### config.mk
export PLATFORM = sky130hd
export DESIGN_NAME = intersection_phase_ctrl
export DESIGN_NICKNAME = d
export VERILOG_FILES = /design/src/rtl/intersection_phase_ctrl.sv
export SDC_FILE = /design/constraint.sdc
export NUM_CORES = 1
export LEC_CHECK = 0
export ABC_AREA = 1
export CORE_MARGIN = 1
export CORE_UTILIZATION = 54
export CTS_CLUSTER_DIAMETER = 200
export DETAILED_ROUTE_END_ITERATION = 8
export PLACE_DENSITY = 0.9
export SETUP_SLACK_MARGIN = 0.4
export SYNTH_ARGS = -nofsm -noshare
export SYNTH_HDL_FRONTEND = slang
export SYNTH_SLANG_ARGS = --single-unit
### constraint.sdc
create_clock -name clk -period 2.2 [get_ports clk]
set_input_delay 0.44 -clock clk [delete_from_list [all_inputs] [get_ports clk]]
set_output_delay 0.44 -clock clk [all_outputs]
set_load 0.02 [all_outputs]
### src/rtl/intersection_phase_ctrl.sv
// Two-approach (NS/EW) intersection phase controller with a latched pedestrian WALK
// phase, a one-second prescaler and a per-phase seconds countdown. Defining
// TL_NIGHT_FLASH_EN adds the night_mode input and a flashing-yellow FLASH state.
module intersection_phase_ctrl #(
  parameter int unsigned pSECOND_CNT_VALUE = 99,
  parameter int unsigned pNS_GREEN_VAL     = 14,
  parameter int unsigned pEW_GREEN_VAL     = 14,
  parameter int unsigned pYELLOW_VAL       = 2,
  parameter int unsigned pALL_RED_VAL      = 1,
  parameter int unsigned pWALK_VAL         = 9,
  parameter int unsigned pMIN_GREEN_VAL    = 4
) (
  input  logic       clk,
  input  logic       rst_n,
  input  logic       en,
  input  logic       ped_req,
`ifdef TL_NIGHT_FLASH_EN
  input  logic       night_mode,
`endif
  output logic       ns_green,
  output logic       ns_yellow,
  output logic       ns_red,
  output logic       ew_green,
  output logic       ew_yellow,
  output logic       ew_red,
  output logic       walk,
  output logic       ped_ack,
  output logic       sec_tick,
  output logic [6:0] count
);

  localparam int unsigned PRESC_W = (pSECOND_CNT_VALUE > 0) ? $clog2(pSECOND_CNT_VALUE + 1) : 1;
  localparam logic [PRESC_W-1:0] PRESC_TERM = PRESC_W'(pSECOND_CNT_VALUE);
  localparam logic [PRESC_W-1:0] PRESC_ONE  = PRESC_W'(1);

  localparam logic [6:0] NS_GREEN_LD = 7'(pNS_GREEN_VAL);
  localparam logic [6:0] EW_GREEN_LD = 7'(pEW_GREEN_VAL);
  localparam logic [6:0] YELLOW_LD   = 7'(pYELLOW_VAL);
  localparam logic [6:0] ALL_RED_LD  = 7'(pALL_RED_VAL);
  localparam logic [6:0] WALK_LD     = 7'(pWALK_VAL);
  localparam logic [6:0] MIN_GREEN   = 7'(pMIN_GREEN_VAL);

  typedef enum logic [2:0] {
    AR_A,
    NS_G,
    NS_Y,
    AR_B,
    EW_G,
    EW_Y,
    WALK_S
`ifdef TL_NIGHT_FLASH_EN
    , FLASH
`endif
  } state_e;

  typedef enum logic {
    DIR_NS,
    DIR_EW
  } dir_e;

  typedef struct packed {
    logic ns_g;
    logic ns_y;
    logic ns_r;
    logic ew_g;
    logic ew_y;
    logic ew_r;
    logic walk;
  } lamps_t;

  localparam lamps_t LAMPS_ALL_RED = '{ns_r: 1'b1, ew_r: 1'b1, default: 1'b0};

  state_e             state_q, state_d;
  dir_e               next_dir_q, next_dir_d;
  logic [PRESC_W-1:0] presc_q, presc_d;
  logic [6:0]         count_q, count_d;
  logic               sec_tick_q, sec_tick_d;
  logic               ped_pending_q, ped_pending_d;
  logic               ped_ack_q, ped_ack_d;
  lamps_t             lamps_q, lamps_d;
`ifdef TL_NIGHT_FLASH_EN
  logic               flash_q, flash_d;
`endif

  // Sequencer proposal, used when the current second ends and nothing overrides it.
  state_e             seq_state;
  dir_e               seq_dir;
  logic [6:0]         seq_count;

  logic               tick;
  logic               enter_walk;

  function automatic lamps_t decode_lamps(input state_e st);
    lamps_t l;
    l = LAMPS_ALL_RED;
    case (st)
      NS_G:    begin l.ns_r = 1'b0; l.ns_g = 1'b1; end
      NS_Y:    begin l.ns_r = 1'b0; l.ns_y = 1'b1; end
      EW_G:    begin l.ew_r = 1'b0; l.ew_g = 1'b1; end
      EW_Y:    begin l.ew_r = 1'b0; l.ew_y = 1'b1; end
      WALK_S:  l.walk = 1'b1;
      default: l = LAMPS_ALL_RED;
    endcase
    return l;
  endfunction

  // The phase logic acts on the terminal prescaler cycle itself; sec_tick is the
  // registered copy of that event, so it rises together with the resulting update.
  assign tick = en && (presc_q == PRESC_TERM);

  always_comb begin
    // NOTE: every combinational output gets a default first so no path can infer a latch.
    presc_d    = presc_q;
    sec_tick_d = tick;
    if (en) begin
      presc_d = (presc_q == PRESC_TERM) ? '0 : presc_q + PRESC_ONE;
    end
  end

  always_comb begin
    seq_state = state_q;
    seq_dir   = next_dir_q;
    seq_count = count_q - 7'd1;
    if (count_q == 7'd0) begin
      case (state_q)
        AR_A: begin
          seq_state = ped_pending_q ? WALK_S : NS_G;
          seq_count = ped_pending_q ? WALK_LD : NS_GREEN_LD;
        end
        NS_G: begin
          seq_state = NS_Y;
          seq_count = YELLOW_LD;
        end
        NS_Y: begin
          seq_state = AR_B;
          seq_count = ALL_RED_LD;
          seq_dir   = DIR_EW;
        end
        AR_B: begin
          seq_state = ped_pending_q ? WALK_S : EW_G;
          seq_count = ped_pending_q ? WALK_LD : EW_GREEN_LD;
        end
        EW_G: begin
          seq_state = EW_Y;
          seq_count = YELLOW_LD;
        end
        EW_Y: begin
          seq_state = AR_A;
          seq_count = ALL_RED_LD;
          seq_dir   = DIR_NS;
        end
        WALK_S: begin
          seq_state = (next_dir_q == DIR_NS) ? NS_G : EW_G;
          seq_count = (next_dir_q == DIR_NS) ? NS_GREEN_LD : EW_GREEN_LD;
        end
        default: begin
          seq_state = AR_A;
          seq_count = ALL_RED_LD;
          seq_dir   = DIR_NS;
        end
      endcase
    end else if ((state_q == NS_G || state_q == EW_G) && ped_pending_q
                 && (count_q > MIN_GREEN)) begin
      // A waiting pedestrian cuts the green short, but never below the minimum.
      seq_count = MIN_GREEN;
    end
  end

  always_comb begin
    state_d    = state_q;
    count_d    = count_q;
    next_dir_d = next_dir_q;
`ifdef TL_NIGHT_FLASH_EN
    flash_d    = flash_q;
`endif
    if (tick) begin
`ifdef TL_NIGHT_FLASH_EN
      if (night_mode) begin
        state_d = FLASH;
        count_d = '0;
        flash_d = (state_q == FLASH) ? ~flash_q : 1'b1;
      end else if (state_q == FLASH) begin
        state_d    = AR_A;
        count_d    = ALL_RED_LD;
        next_dir_d = DIR_NS;
        flash_d    = 1'b0;
      end else begin
        state_d    = seq_state;
        count_d    = seq_count;
        next_dir_d = seq_dir;
      end
`else
      state_d    = seq_state;
      count_d    = seq_count;
      next_dir_d = seq_dir;
`endif
    end
  end

  always_comb begin
    enter_walk    = tick && (state_q != WALK_S) && (state_d == WALK_S);
    ped_pending_d = ped_pending_q;
    // Entering WALK wins over a request in the same cycle, absorbing it.
    if (enter_walk) begin
      ped_pending_d = 1'b0;
    end else if (ped_req && (state_q != WALK_S)) begin
      ped_pending_d = 1'b1;
    end
`ifdef TL_NIGHT_FLASH_EN
    if (state_q == FLASH || state_d == FLASH) begin
      ped_pending_d = 1'b0;
    end
`endif
    ped_ack_d = enter_walk;
  end

  // Lamps are registered from the next state so they switch with the state flop.
  always_comb begin
    lamps_d = decode_lamps(state_d);
`ifdef TL_NIGHT_FLASH_EN
    if (state_d == FLASH) begin
      lamps_d      = '0;
      lamps_d.ns_y = flash_d;
      lamps_d.ew_y = flash_d;
    end
`endif
  end

  always_ff @(posedge clk or negedge rst_n) begin
    if (!rst_n) begin
      state_q       <= AR_A;
      next_dir_q    <= DIR_NS;
      presc_q       <= '0;
      count_q       <= ALL_RED_LD;
      sec_tick_q    <= 1'b0;
      ped_pending_q <= 1'b0;
      ped_ack_q     <= 1'b0;
      lamps_q       <= LAMPS_ALL_RED;
`ifdef TL_NIGHT_FLASH_EN
      flash_q       <= 1'b0;
`endif
    end else begin
      // NOTE: state flops use non-blocking assignments so every flop samples pre-edge values.
      state_q       <= state_d;
      next_dir_q    <= next_dir_d;
      presc_q       <= presc_d;
      count_q       <= count_d;
      sec_tick_q    <= sec_tick_d;
      ped_pending_q <= ped_pending_d;
      ped_ack_q     <= ped_ack_d;
      lamps_q       <= lamps_d;
`ifdef TL_NIGHT_FLASH_EN
      flash_q       <= flash_d;
`endif
    end
  end

  assign ns_green  = lamps_q.ns_g;
  assign ns_yellow = lamps_q.ns_y;
  assign ns_red    = lamps_q.ns_r;
  assign ew_green  = lamps_q.ew_g;
  assign ew_yellow = lamps_q.ew_y;
  assign ew_red    = lamps_q.ew_r;
  assign walk      = lamps_q.walk;
  assign ped_ack   = ped_ack_q;
  assign sec_tick  = sec_tick_q;
  assign count     = count_q;

endmodule

==> impl_metrics.json <==
{
  "status": "completed",
  "p_per_area_nw_per_um2": 737.6,
  "ios": 20,
  "synth.avg_cell_area_um2": 8.663,
  "slew_headroom": 0.7426,
  "syn_to_final_growth_pct": 22.21,
  "post-dp-hpwl_mm": 2.446,
  "vias_per_cell": 5.734,
  "tightest_slew_ns": 0.3836,
  "drv_slew": 0,
  "clk_pin_slew_ns": 0.14,
  "hold_class": "in2async",
  "synth_fa_ha_area_frac": 0.02534,
  "cpMaxStageDelayCell": "dfstp_2",
  "crit_path_start_kind": "flip-flop",
  "hold_buffers": 0,
  "synth_mux_area_frac": 0,
  "routed_wl_mm": 3.419,
  "synthesis.area_um2": 1481,
  "whs_ns": 0.4543,
  "die_area_um2": 2957,
  "numCtsBuffers": 3,
  "core_um2": 2545,
  "synth_compound_area_frac": 0.09122,
  "cp_cell_sequence": "inv_2, ha_2, nand2_2, inv_1, nand2_4, nor2_8, o21ai_4, nand3_4, nor2_4, nor2_1",
  "grt_pass1_wl_mm": 5.078,
  "fp.dieW_um": 54.38,
  "yosys.area_share.simple": 0.3057,
  "ant_nets": 0,
  "fin_util": 0.7114,
  "fill_cells": 184,
  "arrival_ns": 2.02,
  "rsz0062_at_grt": "yes",
  "n_antenna_cell": 0,
  "syn_nets": 178,
  "drive_gt1_frac": 0.2060,
  "setup_viol": 0,
  "crit_family": "flip-flops",
  "cts-root-buf": "clkbuf_4",
  "dieHeight_um": 54.38,
  "endpoint_kind": "flip-flop",
  "path_class": "reg2reg",
  "clk-insertion-delay-late_ns": 0.33,
  "cts_tree": "yes",
  "yosys_warnings": 0,
  "p_leak_nw": 0.8561,
  "clock_skew_ns": 0.005659,
  "first_iter_violations": 48,
  "grt_usage": 0.2466,
  "crit_buf_inv": 2,
  "clk_path_buf_depth": 2,
  "firstDrtPassIters": 4,
  "synth_seq_cells": 28,
  "synth_edf_count": 0,
  "synth_xor_area_frac": 0.03547,
  "grt_max_degree": 29,
  "initial_core_util": 0.5821,
  "synth_top_family_by_area": "simple AND/OR/NAND/NOR gates",
  "wl_per_cell_um": 14.93,
  "cp.required_ns": 2.44,
  "synthFlopType": "dfrtp_1",
  "yosysSeqAreaShare": 0.4755,
  "hold_viol": 0,
  "finalCritPeriodShare": 0.8105,
  "ys_types": 32,
  "final_nets": 207,
  "gr-total-overflow": 0,
  "maxCapViolCount": 0,
  "finalCriticalPeriod_ns": 1.783,
  "mostFrequentLayoutCells": "25 x nand2_1, 25 x dfrtp_1, 20 x nor2_1",
  "place_congestion": 0.8639,
  "syn_inst": 171,
  "drc_errors": 0,
  "fin_setup_tns_ns": 0,
  "max_freq_ghz": 0.5608,
  "crit_path_max_fanout": 5,
  "ir_drop_mv": 0.6717,
  "max_stage_delay_ns": 0.57,
  "async_flop_share": 1.000,
  "antenna_found_initial": 0,
  "io_buffers": 19,
  "fp-row-count": 18,
  "cts_max_level": 1,
  "first_global_vias": 1222,
  "dr_total_vias": 1313,
  "clkSinkCount": 28
}
-- per-stage QoR --
| step | setup WS (ns) | instance area, um2 | instances | total power, mW |
|---|---|---|---|---|
| floorplan | 0.4167 | 1489 | 171 | 0.9383 |
| global placement | 0.1917 | 1727 | 221 | 1.035 |
| detailed placement | 0.08982 | 1727 | 221 | 1.073 |
| CTS | 0.4072 | 1770 | 226 | 1.327 |
| global route | 0.3578 | 1810 | 229 | 1.411 |
| finish | 0.4169 | 1810 | 229 | 1.336 |
-- worst reg2reg max path, cell delays in order (launching register included) --
cell and delay (ns):
dfstp_2 0.57, inv_2 0.06, ha_2 0.19, nand2_2 0.10, inv_1 0.08, nand2_4 0.12, nor2_8 0.05, o21ai_4 0.25
nand3_4 0.12, nor2_4 0.10, nor2_1 0.04
-- metal layers --
layer,wire length [um],vias up,global-route usage
li1,-,607,-
met5,0,-,0
met2,1852,54,0.4634
met4,124,0,0.1154
met3,176,17,0.04167
met1,1265,635,0.2638
-- kinds of logic after synthesis --
| logic type | after synthesis |
|---|---|
| xor+xnor | 6 |
| simple gates | 86 |
| compound gates | 23 |
| flops | 28 |
| fa+ha+maj | 3 |
| buf+inv | 25 |
-- cells in the mapped netlist, drive strengths merged (3+ instances only) --
cell	count	area [um2]
dfrtp	25	625.6
nor3	5	30.03
ha	3	37.54
xnor2	4	35.03
nand3	16	97.60
a21oi	7	35.03
dfstp	3	78.83
inv	23	86.34
nand2	31	131.4
nor2	30	168.9
o21ai	9	48.80
-- final cells by class --
cell class,instances,area [um2],share of cell area
sequential,28,704.4,0.3891
multi-input combinational,118,713.2,0.3939
clock buffer,4,36.28,0.02004
tap,30,37.54,0.02073
timing repair buffer,26,232.7,0.1285
inverter,23,86.33,0.04768
-- power breakdown --
part           internal [mW]  total (mW)  switching, mW  leakage, nW
Clock                  0.102       0.251          0.150       0.0210
Sequential             0.603       0.679         0.0755        0.334
Combinational          0.166       0.405          0.240        0.501
Total                  0.871        1.34          0.465        0.856
-- flip-flops by register name (all words and copies together), names as in the netlist --
register	flops
ns_green	1
presc_q	7
walk	1
state_q	3
ped_ack	1
ew_yellow	1
ns_red	1
next_dir_q	1
ew_red	1
ew_green	1
count	7
ns_yellow	1
sec_tick	1
ped_pending_q	1
-- path summary, 6_finish.rpt --
| kind | start | end | slack [ns] | cells after the start |
|---|---|---|---|---|
| setup / recovery | count[0]$_DFFE_PN1N_ | ped_pending_q$_DFFE_PN0P_ | 0.42 | 10 |
| hold / removal | rst_n | count[1]$_DFFE_PN0N_ | 0.45 | 2 |
| setup reg to reg | count[0]$_DFFE_PN1N_ | ped_pending_q$_DFFE_PN0P_ | 0.42 | 10 |
| hold reg to reg | presc_q[6]$_DFFE_PN0P_ | presc_q[6]$_DFFE_PN0P_ | 0.54 | 2 |
| max in group asynchronous | rst_n | ew_red$_DFF_PN1_ | 1.45 | 2 |
| min in group clk | presc_q[6]$_DFFE_PN0P_ | presc_q[6]$_DFFE_PN0P_ | 0.54 | 2 |
-- repair_timing --
| item | in CTS | in global routing |
|---|---|---|
| cloned | 0 | 0 |
| resized for setup | 11 | 8 |
| endpoints found under the setup margin | 14 | 11 |
| buffers inserted | 1 | 3 |
| pin swaps | 2 | 5 |
No activity file was read; power rests on OpenSTA's default activity.
